**config.mk**
```make
export PLATFORM = sky130hd
export DESIGN_NAME = pixel_tx_sequencer
export DESIGN_NICKNAME = d
export VERILOG_FILES = /design/src/rtl/pixel_tx_sequencer.sv
export SDC_FILE = /design/constraint.sdc
export NUM_CORES = 1
export LEC_CHECK = 0
export CAP_MARGIN = 20
export CORE_ASPECT_RATIO = 0.9
export CORE_UTILIZATION = 45
export DETAILED_ROUTE_END_ITERATION = 6
export PLACE_DENSITY_LB_ADDON = 0.08
export SETUP_SLACK_MARGIN = 0.4
export SYNTH_ARGS = -nofsm -noshare
export SYNTH_HDL_FRONTEND = slang
export SYNTH_SLANG_ARGS = --single-unit
```
**constraint.sdc**
```tcl
create_clock -name clk -period 2.3 [get_ports clk]
set_clock_uncertainty 0.2 [all_clocks]
set_input_delay 0.69 -clock clk [delete_from_list [all_inputs] [get_ports clk]]
set_output_delay 0.69 -clock clk [all_outputs]
set_load 0.03 [all_outputs]
```
**src/rtl/pixel_tx_sequencer.sv**
```systemverilog
// pixel_tx_sequencer: serialises 24-bit pixels into three UART bytes with a per-frame SOF marker
// Tracks the raster position of the next pixel and pulses frame_done after the last byte of a frame.
module pixel_tx_sequencer #(
    parameter int         IMG_W      = 256,
    parameter int         IMG_H      = 256,
    parameter logic [7:0] SOF_BYTE   = 8'hA5,
    parameter bit         SEND_SOF   = 1'b1,
    parameter bit         BYTE_ORDER = 1'b0,
    localparam int        XW         = (IMG_W > 1) ? $clog2(IMG_W) : 1,
    localparam int        YW         = (IMG_H > 1) ? $clog2(IMG_H) : 1
) (
    input  logic          clk,
    input  logic          resetn,
    input  logic [23:0]   pix_in,
    input  logic          pix_valid,
    output logic          pix_ready,
    output logic [7:0]    tx_data,
    output logic          tx_valid,
    input  logic          tx_ready,
    input  logic          abort,
    output logic [XW-1:0] pix_x,
    output logic [YW-1:0] pix_y,
    output logic          frame_done,
    output logic          busy
);
    localparam logic [2:0] IDLE = 3'd0;
    localparam logic [2:0] SOF  = 3'd1;
    localparam logic [2:0] B0   = 3'd2;
    localparam logic [2:0] B1   = 3'd3;
    localparam logic [2:0] B2   = 3'd4;
    localparam logic [XW-1:0] X_MAX = XW'(IMG_W - 1);
    localparam logic [YW-1:0] Y_MAX = YW'(IMG_H - 1);

    logic [2:0]  state;
    logic [2:0]  nxt;
    logic [23:0] pix_reg;
    logic        last;
    logic [7:0]  first_byte;
    logic [7:0]  final_byte;
    logic        x_end;
    logic        y_end;

    assign pix_ready  = (state == IDLE) && !abort;
    assign tx_valid   = (state != IDLE);
    assign busy       = (state != IDLE);
    assign x_end      = (pix_x == X_MAX);
    assign y_end      = (pix_y == Y_MAX);
    assign first_byte = BYTE_ORDER ? pix_reg[7:0] : pix_reg[23:16];
    assign final_byte = BYTE_ORDER ? pix_reg[23:16] : pix_reg[7:0];

    always_comb begin
        nxt     = (state == SOF) ? B0 : (state == B0) ? B1 : (state == B1) ? B2 : IDLE;
        tx_data = (state == SOF) ? SOF_BYTE :
                  (state == B0)  ? first_byte :
                  (state == B1)  ? pix_reg[15:8] :
                  (state == B2)  ? final_byte : 8'h00;
    end

    always_ff @(posedge clk or negedge resetn) begin
        if (!resetn) begin
            state      <= IDLE;
            pix_reg    <= '0;
            last       <= 1'b0;
            pix_x      <= '0;
            pix_y      <= '0;
            frame_done <= 1'b0;
        end else begin
            frame_done <= 1'b0;
            if (state == IDLE) begin
                if (abort) begin
                    pix_x <= '0;
                    pix_y <= '0;
                end else if (pix_valid) begin
                    pix_reg <= pix_in;
                    last    <= x_end && y_end;
                    state   <= (SEND_SOF && pix_x == '0 && pix_y == '0) ? SOF : B0;
                    pix_x   <= x_end ? '0 : pix_x + 1'b1;
                    pix_y   <= x_end ? (y_end ? '0 : pix_y + 1'b1) : pix_y;
                end
            end else if (tx_ready) begin
                // abort lets the byte on the wire finish, then drops the rest of the pixel
                if (abort) begin
                    state <= IDLE;
                    last  <= 1'b0;
                    pix_x <= '0;
                    pix_y <= '0;
                end else begin
                    state      <= nxt;
                    frame_done <= (state == B2) && last;
                end
            end
        end
    end
endmodule

```
==> metrics <==
commonest non-fill, non-tap cells in the layout nand2_1, dfrtp_1, buf_4; Rows 24; Data arrival, critical path 1.61 ns; worst hold path class in2async; Syn Inst Count 273; fin cells 443; measured slew at the worst slew-check pin 0.405 ns; Final GP Congestion 0.834; final hold slack 0.0847 ns; clk sinks 45; clock buffer depth 2; drt first pass iters 4; Mean Syn Cell Area 8.87 um^2; Power Total 4700 uW; Pint 2730 uW; Worst path max stage delay 0.46 ns; Yosys top cell area share 46.5%; number of clock buffers inserted by TritonCTS 5; Routed WL 8.03 mm; layout cells sized above 1 46.3%; Final Setup Violations 12; GRT Overall Usage 27.8%; Worst setup SP type register; Inserted Diodes 0; drt wl/cell 18.1 um; height of the die 71.6 um; Critical path origin state[0]; max_slew headroom 73.0%; initial antenna violation count 0; family with the most delay on the worst path flip-flops; Hold Violations, Final 0; post-route minimum period 2.50 ns; Clk pwr share 12.8%; VDD IR-drop max 746 uV; YS warnings 0; Comb pwr share 59.9%; most common cell after layout, fill and taps aside nand2_1; critical-path cell list buf_12, nor3b_4, nand2_1, o21ai_1, buf_4; Syn Std Cell Area 2420 um^2; post-route ant nets 0; number of global-route vias before repair 2,364; Port-buffer cells 56; flops & latches, synth 45; CP max-delay cell dfrtp_2; Largest register FFs 24; RSZ-0062 raised after global routing yes; Setup CP Type reg2out; upper clock frequency limit 400 MHz; Max-Cap Viols 0; Area growth syn-to-layout 68.7%; FF-to-FF Start state[0]; area of the core 5010 um^2; Inst Count DP 405; status finished, violations left; Synth area leaders dfrtp_1, nand2_1, mux2i_1, ha_1, o21ai_1; sequential area share after synthesis 46.5%; CTS H-tree depth 2; via count 2,536; clock insertion delay at the later pin of the skew report 0.31 ns; Yosys top cell by area dfrtp_1; syn_nets 306; root buffer cell clkbuf_8; cts hold-fix bufs 0; Die Area 5680 um^2; initial core utilization 48.3%; failing checks negative setup slack; Post-synth EDFFs 0; fin crit share 109%; DRC 0; Distinct cells, synth 49; Required @ worst endpoint 1.41 ns; Detailed Place HPWL 4.51 mm; total grt overflow 0; Critical Path Fanout Max 7; Worst Path Buf+Inv 2; Final Cell Area 4080 um^2; fillers 287; largest net degree at the start of global routing 20; Max Slew Vio Count 0; CTS tree yes; Die Width 79.3 um; Cell Area, Placed 3370 um^2; most used flip-flop cell after synthesis dfrtp_1; final worst slack -0.201 ns; Post-synth ARST share 100%; clk slew on worst S/H paths 0.09 ns; Reg power frac 27.4%; PwrDens 1150 nW/um^2; global-route wire length before repair 11.9 mm; # IOs 57; Sw Pwr 1960 uW; initial DRC count 158; Leakage 0.00190 uW; drt via density 5.72; fin nets 411; CP Capture Type primary output; switching part of the total 41.8%
[area by class of cell]
type	count	area [um^2]	area share (%)
Sequential cell	45	1140	27.8
Clock inverter	2	35.0	0.858
Tap cell	65	81.3	1.99
Multi-Input combinational cell	203	1590	39.0
Clock buffer	5	68.8	1.69
Timing Repair Buffer	115	1130	27.6
Inverter	8	40.0	0.980
[worst paths after layout]
path                                    end  slack [ns]  cells after the start
worst max-delay path             tx_data[4]       -0.20                      5
worst min-delay path               pix_x[7]        0.08                      1
worst max register to register     state[1]       -0.02                      7
worst min register to register  pix_reg[12]        0.29                      2
max in group asynchronous          state[1]        1.20                      2
min in group clk                pix_reg[12]        0.29                      2
[power by group through the flow]
stage | logic, uW | registers, uW | clock network, uW
after global placement | 1940 | 1260 | 0
after global routing | 2980 | 1300 | 636
final | 2810 | 1280 | 599
after CTS | 2410 | 1260 | 601
after detailed placement | 1980 | 1270 | 0
after floorplan | 1460 | 1230 | 0
[synth_stat cells (all sizes together) (2+ instances only)]
library cell	count
a21oi	8
nand4	2
nand2b	2
and3	5
mux2i	6
a32o	4
o22ai	4
a22oi	4
nor2	13
dfrtp	45
and4	3
a211o	4
nand2	88
nor3b	2
or4	2
a21o	2
ha	4
inv	8
nor4	3
buf	15
nor2b	2
nand4b	2
nand3	8
o21ai	16
clkbuf	2
o31ai	3
nor4b	2
[metrics by stage]
step	setup slack (ns)	TNS [ns]	utilization (%)
after floorplan	0.0132	0	-
after global placement	-0.484	-13.49	67.2
after detailed placement	-0.469	-13.99	67.2
after CTS	-0.219	-1.40	75.8
after global routing	-0.251	-2.44	81.4
final	-0.201	-1.80	81.4
[kinds of logic (layout without fill, tap and decap cells)]
family | Yosys count | after routing | synth area share [%]
AOI/OAI and AO/OA | 54 | 54 | 17.3
adders and majority gates | 5 | 5 | 2.48
buffers and inverters | 25 | 130 | 5.07
DFF | 45 | 45 | 46.5
muxes | 7 | 7 | 2.95
and+or+nand+nor | 137 | 137 | 25.7
[per-layer routing]
metal / part of all wire, % / routed length [um] / track usage [%]
met3: 4.9 / 391 / 4.46
met5: 0 / 0 / 0
met4: 2.5 / 197 / 10.9
met2: 49 / 3940 / 44.0
met1: 44 / 3490 / 38.2
[timing repair]
item | in CTS | in global routing
buffers inserted | 13 | 15
resized for setup | 125 | 50
pin swaps | 17 | 17
gates cloned | 2 | 1
setup endpoints to repair | 71 | 57
Note: power is estimated with default switching activity, not from simulation.
